[src/rtl/alu_arbiter_if.sv]
// rtl/alu_arbiter_if.sv - requester-side and ALU-side buses of the ALU arbiter

// Requester bus: requesters are masters, the arbiter is the slave.
interface alu_req_if #(
  parameter int NUM_REQ = 4
);
  logic [NUM_REQ-1:0]   req_valid;
  logic [5*NUM_REQ-1:0] req_opcode;
  logic [8*NUM_REQ-1:0] req_a;
  logic [8*NUM_REQ-1:0] req_b;
  logic [NUM_REQ-1:0]   req_carry;
  logic [NUM_REQ-1:0]   req_borrow;
  logic [NUM_REQ-1:0]   req_ready;
  logic [NUM_REQ-1:0]   rsp_valid;
  logic [7:0]           rsp_result;
  logic [4:0]           rsp_flags;
  logic                 rsp_error;

  modport master (
    output req_valid, req_opcode, req_a, req_b, req_carry, req_borrow,
    input  req_ready, rsp_valid, rsp_result, rsp_flags, rsp_error
  );

  modport slave (
    input  req_valid, req_opcode, req_a, req_b, req_carry, req_borrow,
    output req_ready, rsp_valid, rsp_result, rsp_flags, rsp_error
  );
endinterface

// ALU bus: the arbiter is the master, the shared ALU is the slave.
interface alu_core_if;
  logic [4:0] alu_opcode;
  logic [7:0] alu_a;
  logic [7:0] alu_b;
  logic       alu_carry;
  logic       alu_borrow;
  logic       alu_enable;
  logic       alu_input_ready;
  logic       alu_rst;
  logic [7:0] alu_result;
  logic       alu_carry_out;
  logic       alu_borrow_out;
  logic       alu_zero;
  logic       alu_negative;
  logic       alu_overflow;
  logic       alu_result_ready;

  modport master (
    output alu_opcode, alu_a, alu_b, alu_carry, alu_borrow,
    output alu_enable, alu_input_ready, alu_rst,
    input  alu_result, alu_carry_out, alu_borrow_out, alu_zero,
    input  alu_negative, alu_overflow, alu_result_ready
  );

  modport slave (
    input  alu_opcode, alu_a, alu_b, alu_carry, alu_borrow,
    input  alu_enable, alu_input_ready, alu_rst,
    output alu_result, alu_carry_out, alu_borrow_out, alu_zero,
    output alu_negative, alu_overflow, alu_result_ready
  );
endinterface

[src/rtl/alu_arbiter.sv]
// rtl/alu_arbiter.sv - round-robin sharing of one 8-bit ALU with timeout recovery

module alu_arbiter #(
  parameter int NUM_REQ = 4,
  parameter int TIMEOUT = 16
) (
  input  logic       clk,
  input  logic       rst,
  alu_req_if.slave   req_bus,
  alu_core_if.master alu_bus
);

  localparam int IW = $clog2(NUM_REQ);
  localparam int TW = $clog2(TIMEOUT);
  localparam logic [TW-1:0] TIMER_LAST = TW'(TIMEOUT - 1);

  typedef enum logic [2:0] {IDLE, ISSUE, WAIT, DONE, RECOVER} state_t;

  state_t          state, state_nxt;
  logic [IW-1:0]   last_grant;
  logic [IW-1:0]   grant_q;
  logic [IW-1:0]   grant_idx;
  logic            grant_found;
  logic [TW-1:0]   timer;
  logic            rec_second;
  logic [7:0]      result_q;
  logic [4:0]      flags_q;

  logic [4:0]      op_q;
  logic [7:0]      a_q, b_q;
  logic            carry_q, borrow_q;

  logic [4:0]      op_sel;
  logic [7:0]      a_sel, b_sel;
  logic            carry_sel, borrow_sel;

  logic [NUM_REQ-1:0] ready_c;
  logic [NUM_REQ-1:0] rsp_valid_c;
  logic [7:0]         rsp_result_c;
  logic [4:0]         rsp_flags_c;
  logic               rsp_error_c;
  logic               enable_c;
  logic               input_ready_c;

  function automatic logic [NUM_REQ-1:0] onehot(input logic [IW-1:0] idx);
    return {{(NUM_REQ-1){1'b0}}, 1'b1} << idx;
  endfunction

  // Round-robin search: first valid requester after last_grant, wrapping.
  always_comb begin
    logic [IW:0] cand;
    grant_found = 1'b0;
    grant_idx   = '0;
    cand        = '0;
    for (int i = 1; i <= NUM_REQ; i++) begin
      cand = {1'b0, last_grant} + (IW+1)'(i);
      if (cand >= (IW+1)'(NUM_REQ)) cand = cand - (IW+1)'(NUM_REQ);
      if (!grant_found && req_bus.req_valid[cand[IW-1:0]]) begin
        grant_found = 1'b1;
        grant_idx   = cand[IW-1:0];
      end
    end
  end

  // Operand mux selecting the winning requester's slice.
  always_comb begin
    op_sel     = '0;
    a_sel      = '0;
    b_sel      = '0;
    carry_sel  = 1'b0;
    borrow_sel = 1'b0;
    for (int i = 0; i < NUM_REQ; i++) begin
      if (grant_idx == IW'(i)) begin
        op_sel     = req_bus.req_opcode[5*i +: 5];
        a_sel      = req_bus.req_a[8*i +: 8];
        b_sel      = req_bus.req_b[8*i +: 8];
        carry_sel  = req_bus.req_carry[i];
        borrow_sel = req_bus.req_borrow[i];
      end
    end
  end

  // State register.
  always_ff @(posedge clk or posedge rst) begin
    if (rst) state <= IDLE;
    else     state <= state_nxt;
  end

  // Next-state and handshake outputs.
  always_comb begin
    state_nxt     = state;
    ready_c       = '0;
    rsp_valid_c   = '0;
    rsp_result_c  = '0;
    rsp_flags_c   = '0;
    rsp_error_c   = 1'b0;
    enable_c      = 1'b0;
    input_ready_c = 1'b0;
    case (state)
      IDLE: begin
        if (grant_found) begin
          ready_c   = onehot(grant_idx);
          state_nxt = ISSUE;
        end
      end
      ISSUE: begin
        enable_c = 1'b1;
        // A result_ready still high here belongs to the previous op.
        if (!alu_bus.alu_result_ready) state_nxt = WAIT;
      end
      WAIT: begin
        enable_c      = 1'b1;
        input_ready_c = 1'b1;
        if (alu_bus.alu_result_ready)  state_nxt = DONE;
        else if (timer == TIMER_LAST)  state_nxt = RECOVER;
      end
      DONE: begin
        rsp_valid_c  = onehot(grant_q);
        rsp_result_c = result_q;
        rsp_flags_c  = flags_q;
        state_nxt    = IDLE;
      end
      RECOVER: begin
        if (rec_second) begin
          rsp_valid_c = onehot(grant_q);
          rsp_error_c = 1'b1;
          state_nxt   = IDLE;
        end
      end
      default: state_nxt = IDLE;
    endcase
  end

  // Operand latch, grant pointer, timer and result capture.
  always_ff @(posedge clk or posedge rst) begin
    if (rst) begin
      last_grant <= IW'(NUM_REQ - 1);
      grant_q    <= '0;
      timer      <= '0;
      rec_second <= 1'b0;
      result_q   <= '0;
      flags_q    <= '0;
      op_q       <= '0;
      a_q        <= '0;
      b_q        <= '0;
      carry_q    <= 1'b0;
      borrow_q   <= 1'b0;
    end else begin
      case (state)
        IDLE: begin
          if (grant_found) begin
            grant_q  <= grant_idx;
            op_q     <= op_sel;
            a_q      <= a_sel;
            b_q      <= b_sel;
            carry_q  <= carry_sel;
            borrow_q <= borrow_sel;
          end
        end
        ISSUE: begin
          if (!alu_bus.alu_result_ready) timer <= '0;
        end
        WAIT: begin
          timer      <= timer + 1'b1;
          rec_second <= 1'b0;
          if (alu_bus.alu_result_ready) begin
            result_q <= alu_bus.alu_result;
            flags_q  <= {alu_bus.alu_overflow, alu_bus.alu_negative, alu_bus.alu_zero,
                         alu_bus.alu_borrow_out, alu_bus.alu_carry_out};
          end
        end
        DONE: begin
          last_grant <= grant_q;
        end
        RECOVER: begin
          rec_second <= 1'b1;
          if (rec_second) begin
            rec_second <= 1'b0;
            last_grant <= grant_q;
          end
        end
        default: ;
      endcase
    end
  end

  // req_ready is combinational from req_valid, so hold it low while in reset.
  assign req_bus.req_ready  = rst ? '0 : ready_c;
  assign req_bus.rsp_valid  = rsp_valid_c;
  assign req_bus.rsp_result = rsp_result_c;
  assign req_bus.rsp_flags  = rsp_flags_c;
  assign req_bus.rsp_error  = rsp_error_c;

  assign alu_bus.alu_opcode      = op_q;
  assign alu_bus.alu_a           = a_q;
  assign alu_bus.alu_b           = b_q;
  assign alu_bus.alu_carry       = carry_q;
  assign alu_bus.alu_borrow      = borrow_q;
  assign alu_bus.alu_enable      = enable_c;
  assign alu_bus.alu_input_ready = input_ready_c;
  assign alu_bus.alu_rst         = rst | (state == RECOVER);

endmodule
[src/flat_wrapper.sv]
// flat-port wrapper written by rule: the top's interface ports become plain ports
module alu_arbiter_flat 
#(
  parameter int NUM_REQ = 4,
  parameter int TIMEOUT = 16
)
  (clk, rst, req_bus_req_valid, req_bus_req_opcode, req_bus_req_a, req_bus_req_b, req_bus_req_carry, req_bus_req_borrow, req_bus_req_ready, req_bus_rsp_valid, req_bus_rsp_result, req_bus_rsp_flags, req_bus_rsp_error, alu_bus_alu_opcode, alu_bus_alu_a, alu_bus_alu_b, alu_bus_alu_carry, alu_bus_alu_borrow, alu_bus_alu_enable, alu_bus_alu_input_ready, alu_bus_alu_rst, alu_bus_alu_result, alu_bus_alu_carry_out, alu_bus_alu_borrow_out, alu_bus_alu_zero, alu_bus_alu_negative, alu_bus_alu_overflow, alu_bus_alu_result_ready);
  alu_req_if #(.NUM_REQ(NUM_REQ)) req_bus_i ();
  alu_core_if alu_bus_i ();
  input  logic clk;
  input  logic rst;
  input wire logic [$bits(req_bus_i.req_valid)-1:0] req_bus_req_valid;
  input wire logic [$bits(req_bus_i.req_opcode)-1:0] req_bus_req_opcode;
  input wire logic [$bits(req_bus_i.req_a)-1:0] req_bus_req_a;
  input wire logic [$bits(req_bus_i.req_b)-1:0] req_bus_req_b;
  input wire logic [$bits(req_bus_i.req_carry)-1:0] req_bus_req_carry;
  input wire logic [$bits(req_bus_i.req_borrow)-1:0] req_bus_req_borrow;
  output wire logic [$bits(req_bus_i.req_ready)-1:0] req_bus_req_ready;
  output wire logic [$bits(req_bus_i.rsp_valid)-1:0] req_bus_rsp_valid;
  output wire logic [$bits(req_bus_i.rsp_result)-1:0] req_bus_rsp_result;
  output wire logic [$bits(req_bus_i.rsp_flags)-1:0] req_bus_rsp_flags;
  output wire logic [$bits(req_bus_i.rsp_error)-1:0] req_bus_rsp_error;
  output wire logic [$bits(alu_bus_i.alu_opcode)-1:0] alu_bus_alu_opcode;
  output wire logic [$bits(alu_bus_i.alu_a)-1:0] alu_bus_alu_a;
  output wire logic [$bits(alu_bus_i.alu_b)-1:0] alu_bus_alu_b;
  output wire logic [$bits(alu_bus_i.alu_carry)-1:0] alu_bus_alu_carry;
  output wire logic [$bits(alu_bus_i.alu_borrow)-1:0] alu_bus_alu_borrow;
  output wire logic [$bits(alu_bus_i.alu_enable)-1:0] alu_bus_alu_enable;
  output wire logic [$bits(alu_bus_i.alu_input_ready)-1:0] alu_bus_alu_input_ready;
  output wire logic [$bits(alu_bus_i.alu_rst)-1:0] alu_bus_alu_rst;
  input wire logic [$bits(alu_bus_i.alu_result)-1:0] alu_bus_alu_result;
  input wire logic [$bits(alu_bus_i.alu_carry_out)-1:0] alu_bus_alu_carry_out;
  input wire logic [$bits(alu_bus_i.alu_borrow_out)-1:0] alu_bus_alu_borrow_out;
  input wire logic [$bits(alu_bus_i.alu_zero)-1:0] alu_bus_alu_zero;
  input wire logic [$bits(alu_bus_i.alu_negative)-1:0] alu_bus_alu_negative;
  input wire logic [$bits(alu_bus_i.alu_overflow)-1:0] alu_bus_alu_overflow;
  input wire logic [$bits(alu_bus_i.alu_result_ready)-1:0] alu_bus_alu_result_ready;
  assign req_bus_i.req_valid = req_bus_req_valid;
  assign req_bus_i.req_opcode = req_bus_req_opcode;
  assign req_bus_i.req_a = req_bus_req_a;
  assign req_bus_i.req_b = req_bus_req_b;
  assign req_bus_i.req_carry = req_bus_req_carry;
  assign req_bus_i.req_borrow = req_bus_req_borrow;
  assign req_bus_req_ready = req_bus_i.req_ready;
  assign req_bus_rsp_valid = req_bus_i.rsp_valid;
  assign req_bus_rsp_result = req_bus_i.rsp_result;
  assign req_bus_rsp_flags = req_bus_i.rsp_flags;
  assign req_bus_rsp_error = req_bus_i.rsp_error;
  assign alu_bus_alu_opcode = alu_bus_i.alu_opcode;
  assign alu_bus_alu_a = alu_bus_i.alu_a;
  assign alu_bus_alu_b = alu_bus_i.alu_b;
  assign alu_bus_alu_carry = alu_bus_i.alu_carry;
  assign alu_bus_alu_borrow = alu_bus_i.alu_borrow;
  assign alu_bus_alu_enable = alu_bus_i.alu_enable;
  assign alu_bus_alu_input_ready = alu_bus_i.alu_input_ready;
  assign alu_bus_alu_rst = alu_bus_i.alu_rst;
  assign alu_bus_i.alu_result = alu_bus_alu_result;
  assign alu_bus_i.alu_carry_out = alu_bus_alu_carry_out;
  assign alu_bus_i.alu_borrow_out = alu_bus_alu_borrow_out;
  assign alu_bus_i.alu_zero = alu_bus_alu_zero;
  assign alu_bus_i.alu_negative = alu_bus_alu_negative;
  assign alu_bus_i.alu_overflow = alu_bus_alu_overflow;
  assign alu_bus_i.alu_result_ready = alu_bus_alu_result_ready;
  alu_arbiter #(.NUM_REQ(NUM_REQ), .TIMEOUT(TIMEOUT)) u_core (.clk(clk), .rst(rst), .req_bus(req_bus_i), .alu_bus(alu_bus_i));
endmodule
[config.mk]
export PLATFORM = sky130hd
export DESIGN_NAME = alu_arbiter_flat
export DESIGN_NICKNAME = d
export VERILOG_FILES = /design/src/rtl/alu_arbiter_if.sv /design/src/rtl/alu_arbiter.sv /design/src/flat_wrapper.sv
export SDC_FILE = /design/constraint.sdc
export NUM_CORES = 1
export LEC_CHECK = 0
export ABC_AREA = 0
export CORE_ASPECT_RATIO = 1.75
export CORE_MARGIN = 1
export CORE_UTILIZATION = 36
export DETAILED_ROUTE_END_ITERATION = 6
export HOLD_SLACK_MARGIN = 0.05
export PLACE_DENSITY = 0.75
export RECOVER_POWER = 100
export SLEW_MARGIN = 0
export SYNTH_ARGS = -nofsm -noshare
export SYNTH_HDL_FRONTEND = slang
export SYNTH_SLANG_ARGS = --single-unit
[constraint.sdc]
create_clock -name clk -period 2.5 [get_ports clk]
set_input_delay 0.625 -clock clk [delete_from_list [all_inputs] [get_ports clk]]
set_output_delay 0.625 -clock clk [all_outputs]
set_load 0.02 [all_outputs]
==> results.json, run 1 <==
{
  "ios": 160,
  "seq_area_frac_synth_pct": 39.87,
  "instances_no_fill": 558,
  "holdWs_ns": 0.4986,
  "core_area_um2": 8016,
  "antenna_found_initial": 0,
  "clock-root-buffer": "clkbuf_16",
  "fin_ws_ns": -0.0003342,
  "clkLatencyLatePin_ns": 0.29,
  "diodes": 0,
  "finalHoldViolations": 0,
  "drtAntennaViolNets": 0,
  "final_util_pct": 62.45,
  "synth_area_per_cell_um2": 10.30,
  "dr.pass1.iters": 7,
  "synth_cell_types": 42,
  "syn_area_um2": 3019,
  "hold_path.class": "flop to flop",
  "violations": "DRC, setup timing",
  "min_from": "u_core.result_q[0]",
  "vias": 2996,
  "grt_max_degree": 45,
  "final_common_cell": "clkdlybuf4s50_1",
  "regArea_um2": 1204,
  "slew_headroom_pct": 58.83,
  "fmax_mhz": 399.9,
  "routedWlPerCell_um": 16.87,
  "end_kind": "output port",
  "status": "complete, but fails checks",
  "tightest_slew_ns": 0.6161,
  "min_period_ns": 2.500,
  "cp.arrival_ns": 1.88,
  "dieWidth_um": 71.23,
  "drcViolationCount": 13,
  "synthFlopType": "dfrtp_1",
  "drt_iter0_drc": 148,
  "cts_tree": "yes",
  "rows": 43,
  "htree_levels": 2,
  "reg2reg_from": "u_core.last_grant[1]",
  "reg2reg_slack_ns": 0.12,
  "track_usage_pct": 22.25,
  "path_max_fanout": 5,
  "fin_crit_sh_pct": 100.0,
  "grt_pass1_vias": 3210,
  "p_per_area_nw_per_um2": 1016,
  "rsz0062_at_grt": "yes",
  "power_mw": 5.084,
  "async_flop_share_pct": 100.0,
  "rr_worst_depth": 6,
  "numPortBuffers": 159,
  "hold-path-cell-count": 1,
  "vias_per_cell": 5.369,
  "maxSlewViolCount": 0,
  "critPathLaunchType": "primary input",
  "die_y_um": 123.1,
  "synth_cells": 293,
  "worstSetupStartpoint": "req_bus_req_valid[2]",
  "synth_edf_count": 0,
  "place_congestion": 0.8256,
  "hpwlAfterDp_mm": 7.147,
  "syn_nets": 406,
  "die_area_um2": 8771,
  "multi_input_area_um2": 1697,
  "num-fill-cells": 691,
  "totalWireLength_mm": 9.414,
  "clk_path_buf_depth": 2,
  "ir_drop_uv": 548.1,
  "fin_skew_ns": 0.002595,
  "p_leak_nw": 2.212,
  "grt_pass1_wl_mm": 15.24,
  "required_ns": 1.88,
  "ys_warn_count": 0,
  "setup_viol_count_final": 1,
  "clock_sinks": 48,
  "grt_overflow": 0,
  "start_util_pct": 37.66,
  "ys_ff_latch": 48,
  "syn2layout_area_growth_pct": 65.81,
  "nNetsFinal": 580,
  "dp.cells": 545,
  "critical_path_class": "primary input to output port",
  "drive_gt1_share_pct": 19.23,
  "maxCapViolCount": 0,
  "layout_common_cells": "130 x clkdlybuf4s50_1, 46 x dfrtp_1, 42 x nand3_1",
  "clkTransAtPathRegs_ns": 0.06,
  "cts_buffers": 5
}
-- repair_timing --
action	4_1_cts	5_1_grt
setup endpoints to repair	47	12
gates resized for setup	72	6
hold buffers	0	0
cloned	0	0
buffers inserted	1	4
pin swaps	5	4
-- flip-flops by register name, summed over array words and instances (netlist names) --
name and cells:
u_core.alu_bus.alu_a 8, u_core.alu_bus.alu_b 8, u_core.alu_bus.alu_borrow 1, u_core.alu_bus.alu_carry 1, u_core.alu_bus.alu_opcode 5, u_core.flags_q 5, u_core.grant_q 2, u_core.last_grant 2
u_core.rec_second 1, u_core.result_q 8, u_core.state 3, u_core.timer 4
-- final timing paths --
path / endpoint
worst max register to register: u_core.alu_bus.alu_a[0]
min in group asynchronous: u_core.result_q[5]
max in group asynchronous: u_core.last_grant[0]
worst max-delay path: req_bus_req_ready[1]
worst min-delay path: u_core.result_q[0]
worst min register to register: u_core.result_q[0]
-- metrics by stage --
| step | area, um^2 | TNS [ns] | worst slack (ns) |
|---|---|---|---|
| after floorplan | 3058 | -0.09979 | -0.05559 |
| after global placement | 4798 | -14.71 | -0.6528 |
| after detailed placement | 4798 | -16.00 | -0.6891 |
| after CTS | 4959 | 0 | 0.0001261 |
| after global routing | 5006 | -0.05819 | -0.05819 |
| final | 5006 | -0.0003342 | -0.0003342 |
-- area by class of cell --
type | instances | share of cell area, %
tap | 90 | 2.249
timing repair buffer | 191 | 35.84
inverter | 11 | 0.8998
clock buffer | 6 | 2.774
clock inverter | 2 | 0.2999
sequential | 48 | 24.04
multi-input combinational | 210 | 33.89
-- logic make-up after synthesis --
kind of cell / share of synthesized area, %
XOR/XNOR: 0.8704
AND/OR/NAND/NOR: 17.32
buffers and inverters: 7.293
multiplexers: 21.01
flip-flops: 39.87
AO/OA/AOI/OAI: 12.89
adder cells (fa/ha/maj): 0.7459
-- where the power goes --
part | internal, mW | switching, mW
Combinational | 1.47 | 1.51
Clock | 0.398 | 0.289
Sequential | 1.17 | 0.250
Total | 3.04 | 2.05
-- worst max-delay path: stages --
cell and delay [ns]:
dlygate4sd2_1 0.27, and2b_1 0.18, o21ai_2 0.19, a21o_4 0.20, nand2_1 0.10, nor3_2 0.13
buf_4 0.17
-- synth_stat cells (2+ instances only) --
library cell,instances,area (um^2)
inv_1,11,41.29
a21oi_1,2,10.01
nor3_1,7,35.03
nand2_1,12,45.04
and2_1,14,87.58
xnor2_1,2,17.52
buf_12,3,60.06
mux2_1,17,191.4
nand3_1,42,210.2
dfrtp_1,46,1151
buf_2,5,25.02
nand2b_1,3,18.77
nor3b_1,2,15.01
a21o_1,2,15.01
buf_6,3,33.78
a211oi_1,9,67.56
mux2_2,18,202.7
o22ai_1,3,18.77
mux2i_1,24,240.2
a221o_1,20,200.2
a22o_1,3,26.28
clkbuf_1,12,45.04
nor2_1,13,48.80
dfstp_2,2,52.55
-- layer usage --
layer  global-route usage, %  share of wire (%)  vias up
met4                   8.625                2.8        0
met3                   4.564                5.7       20
met2                   44.11                 56      118
met1                   21.99                 36     1436
li1                        -                  -     1422
met5                       0                  0        -
Note: power is estimated with default switching activity, not from simulation.
==> run 2, diff against run 1 <==
--- a/config.mk
+++ b/config.mk
@@ -5,13 +5,13 @@
 export SDC_FILE = /design/constraint.sdc
 export NUM_CORES = 1
 export LEC_CHECK = 0
-export ABC_AREA = 0
+export ABC_AREA = 1
 export CORE_ASPECT_RATIO = 1.75
 export CORE_MARGIN = 1
-export CORE_UTILIZATION = 36
+export CORE_UTILIZATION = 37
 export DETAILED_ROUTE_END_ITERATION = 6
 export HOLD_SLACK_MARGIN = 0.05
-export PLACE_DENSITY = 0.75
+export PLACE_DENSITY = 0.76
 export RECOVER_POWER = 100
 export SLEW_MARGIN = 0
 export SYNTH_ARGS = -nofsm -noshare
==> run 2 against run 1 <==
  * The run ends with setup timing left
  * Clock power grew 13%
  * Sequential cell count is the same
  * Synthesized area grew 7.3%
  * Global-route usage grew 0.79 points
  * Sequential power about the same
  * Utilization grew 1.8 points
  * Setup slack got worse by 0.26 ns
  * Sequential share of layout area fell by 1.7 points
  * Die area grew 4.3%
  * First-iteration DRC count is 15% higher
  * Clock skew increased by 0.0014 ns
  * Final cell count rose by 40%
  * Critical path type is now flop to output port
  * Critical endpoint is now req_bus_req_ready[2]
==> results.json, run 2 <==
{
  "status": "complete, but fails checks",
  "violations": "setup timing",
  "routedWlPerCell_um": 12.95,
  "antenna_found_initial": 0,
  "finalHoldViolations": 0,
  "cts_tree": "yes",
  "place_congestion": 0.8604,
  "intPower_mw": 3.817,
  "critPathLaunchType": "flop",
  "synth_edf_count": 0,
  "power_frac_comb_pct": 70.9,
  "final_util_pct": 64.29,
  "synthFlopType": "dfrtp_1",
  "postCtsHoldBufs": 0,
  "synth_cell_types": 31,
  "met3_usage_pct": 4.480,
  "vias": 3721,
  "dp.cells": 762,
  "p_per_area_nw_per_um2": 1397,
  "fmax_mhz": 362.1,
  "nNetsFinal": 776,
  "fin_crit_sh_pct": 110.5,
  "die_y_um": 125.8,
  "die_area_um2": 9144,
  "ir_drop_uv": 1210,
  "end_kind": "output port",
  "synth_fa_ha_area_share_pct": 0.3864,
  "htree_levels": 2,
  "hold-path-cell-count": 2,
  "async_flop_share_pct": 100.0,
  "slew_headroom_pct": 73.26,
  "dieWidth_um": 72.72,
  "synth_xor_area_share_pct": 0.2705,
  "setup_viol_count_final": 4,
  "syn2layout_area_growth_pct": 66.15,
  "start_util_pct": 38.70,
  "drcViolationCount": 0,
  "dpl_cell_area_um2": 5082,
  "instances_no_fill": 779,
  "min_period_ns": 2.761,
  "maxSlewViolCount": 0,
  "grt_max_degree": 36,
  "synth.largest_area_cell": "dfrtp_1",
  "totalWireLength_mm": 10.09,
  "synth_cells": 476,
  "grt_pass1_vias": 3690,
  "clock-root-buffer": "clkbuf_16",
  "diodes": 0,
  "vias_per_cell": 4.777,
  "yosys.area_share.simple_pct": 39.26,
  "dr.pass1.iters": 5,
  "fin_area_um2": 5380,
  "seq_area_frac_synth_pct": 37.17,
  "drtAntennaViolNets": 0,
  "core_area_um2": 8368,
  "hpwlAfterDp_mm": 7.815,
  "synthTopCellsByCount": "152 x nand2_1, 61 x inv_1, 49 x nand3_1",
  "tightest_slew_ns": 0.3969,
  "cts_buffers": 5,
  "syn_nets": 589,
  "drt_iter0_drc": 170,
  "fin_ws_ns": -0.2614,
  "synth.area.top_cells": "dfrtp_1 36%, nand2_1 18%, nand3_1 7.6%",
  "fin_skew_ns": 0.004043,
  "drive_gt1_share_pct": 17.17,
  "track_usage_pct": 23.04,
  "synth-compound-area-share_pct": 10.20,
  "use_met2_pct": 42.44,
  "grt_pass1_wl_mm": 16.60,
  "clock_sinks": 48,
  "synth_top_area_share_pct": 35.55,
  "tns_ns": -0.9561,
  "yosysMostFrequentCell": "nand2_1",
  "layout_common_cells": "143 x nand2_1, 132 x clkdlybuf4s50_1, 60 x inv_1",
  "numPortBuffers": 159,
  "switching_share_pct": 49.23,
  "power_frac_clock_pct": 10.3,
  "synthMuxAreaShare_pct": 0,
  "synth_top_family_by_area": "simple AND/OR/NAND/NOR gates",
  "path_max_fanout": 9,
  "synth_area_per_cell_um2": 6.803,
  "critical_path_class": "flop to output port",
  "rows": 44,
  "holdWs_ns": 0.4771,
  "clk_path_buf_depth": 2,
  "pwr-share-seq_pct": 18.7,
  "num-fill-cells": 756,
  "clkTransAtPathRegs_ns": 0.07,
  "hold_path.class": "flop to flop",
  "ys_warn_count": 0,
  "rr_worst_depth": 16,
  "met1_usage_pct": 24.33,
  "ios": 160,
  "grt_overflow": 0,
  "final_common_cell": "nand2_1",
  "syn_area_um2": 3238,
  "rsz0062_at_grt": "yes",
  "clkLatencyLatePin_ns": 0.29,
  "power_mw": 7.517,
  "post-place-ws_ns": -0.8649,
  "required_ns": 1.88,
  "ys_ff_latch": 48,
  "switchingPower_mw": 3.700,
  "maxCapViolCount": 0,
  "cp.arrival_ns": 2.14,
  "top_usage_layer": "met2",
  "p_leak_nw": 2.671
}
[run 2: cell count changes after synthesis, moves of 13 or more]
cell,previous run,this run
and2_1,14,0
nor2_1,13,38
mux2_2,18,0
a221o_1,20,0
o21ai_0,1,36
nand4_1,0,13
mux2_1,17,0
mux2i_1,24,0
inv_1,11,61
nand2_1,12,152
[run 2: final timing paths]
path                                               from                      endpoint  slack (ns)
max                                u_core.last_grant[0]          req_bus_req_ready[2]       -0.26
min                        u_core.alu_bus.alu_opcode[3]  u_core.alu_bus.alu_opcode[3]        0.48
max reg2reg                        u_core.last_grant[0]       u_core.alu_bus.alu_b[0]        0.13
min reg2reg                u_core.alu_bus.alu_opcode[3]  u_core.alu_bus.alu_opcode[3]        0.48
max in group asynchronous                           rst             u_core.flags_q[1]        1.38
min in group asynchronous                           rst       u_core.alu_bus.alu_b[6]        0.78
[run 2: logic make-up (layout without fill, tap and decap cells)]
logic type,Yosys count,in the layout
buffers and inverters,88,276
adder cells (fa/ha/maj),1,1
AO/OA/AOI/OAI,56,56
flip-flops,48,48
XOR/XNOR,1,1
AND/OR/NAND/NOR,282,282
[run 2: power by group through the flow]
stage	sequential, mW	clock, mW	combinational, mW
after global routing	1.45	0.839	5.92
after global placement	1.41	0	4.91
final	1.41	0.774	5.33
after CTS	1.41	0.798	5.09
after floorplan	1.60	0	3.25
after detailed placement	1.42	0	5.02
[run 2: routing by layer]
layer / wire [um] / vias up
li1: - / 1873
met1: 3810 / 1668
met2: 5366 / 151
met3: 521 / 29
met4: 391 / 0
met5: 0 / -
[run 2: layout make-up]
type	count	area, um^2	share of cell area (%)
Clock buffer	5	125.1	2.326
Tap cell	115	143.9	2.674
Sequential cell	48	1204	22.37
Clock inverter	3	46.29	0.8605
Multi-Input combinational cell	340	1713	31.84
Timing Repair Buffer	200	1882	34.98
Inverter	68	266.5	4.953
[run 2: critical path: stages (launching register included)]
cell,delay (ns)
dfstp_2,0.60
inv_4,0.08
nand2_1,0.07
nand2_2,0.08
nand2_4,0.10
nand2_4,0.07
nor2_4,0.13
nand2_4,0.08
nor2_4,0.11
nor2_4,0.06
buf_4,0.13
nor3_2,0.14
buf_4,0.17
[run 2: repair_timing]
action	in CTS	in global routing
endpoints found under the setup margin	39	27
setup buffers	4	5
resized for setup	60	24
pin swaps	11	9
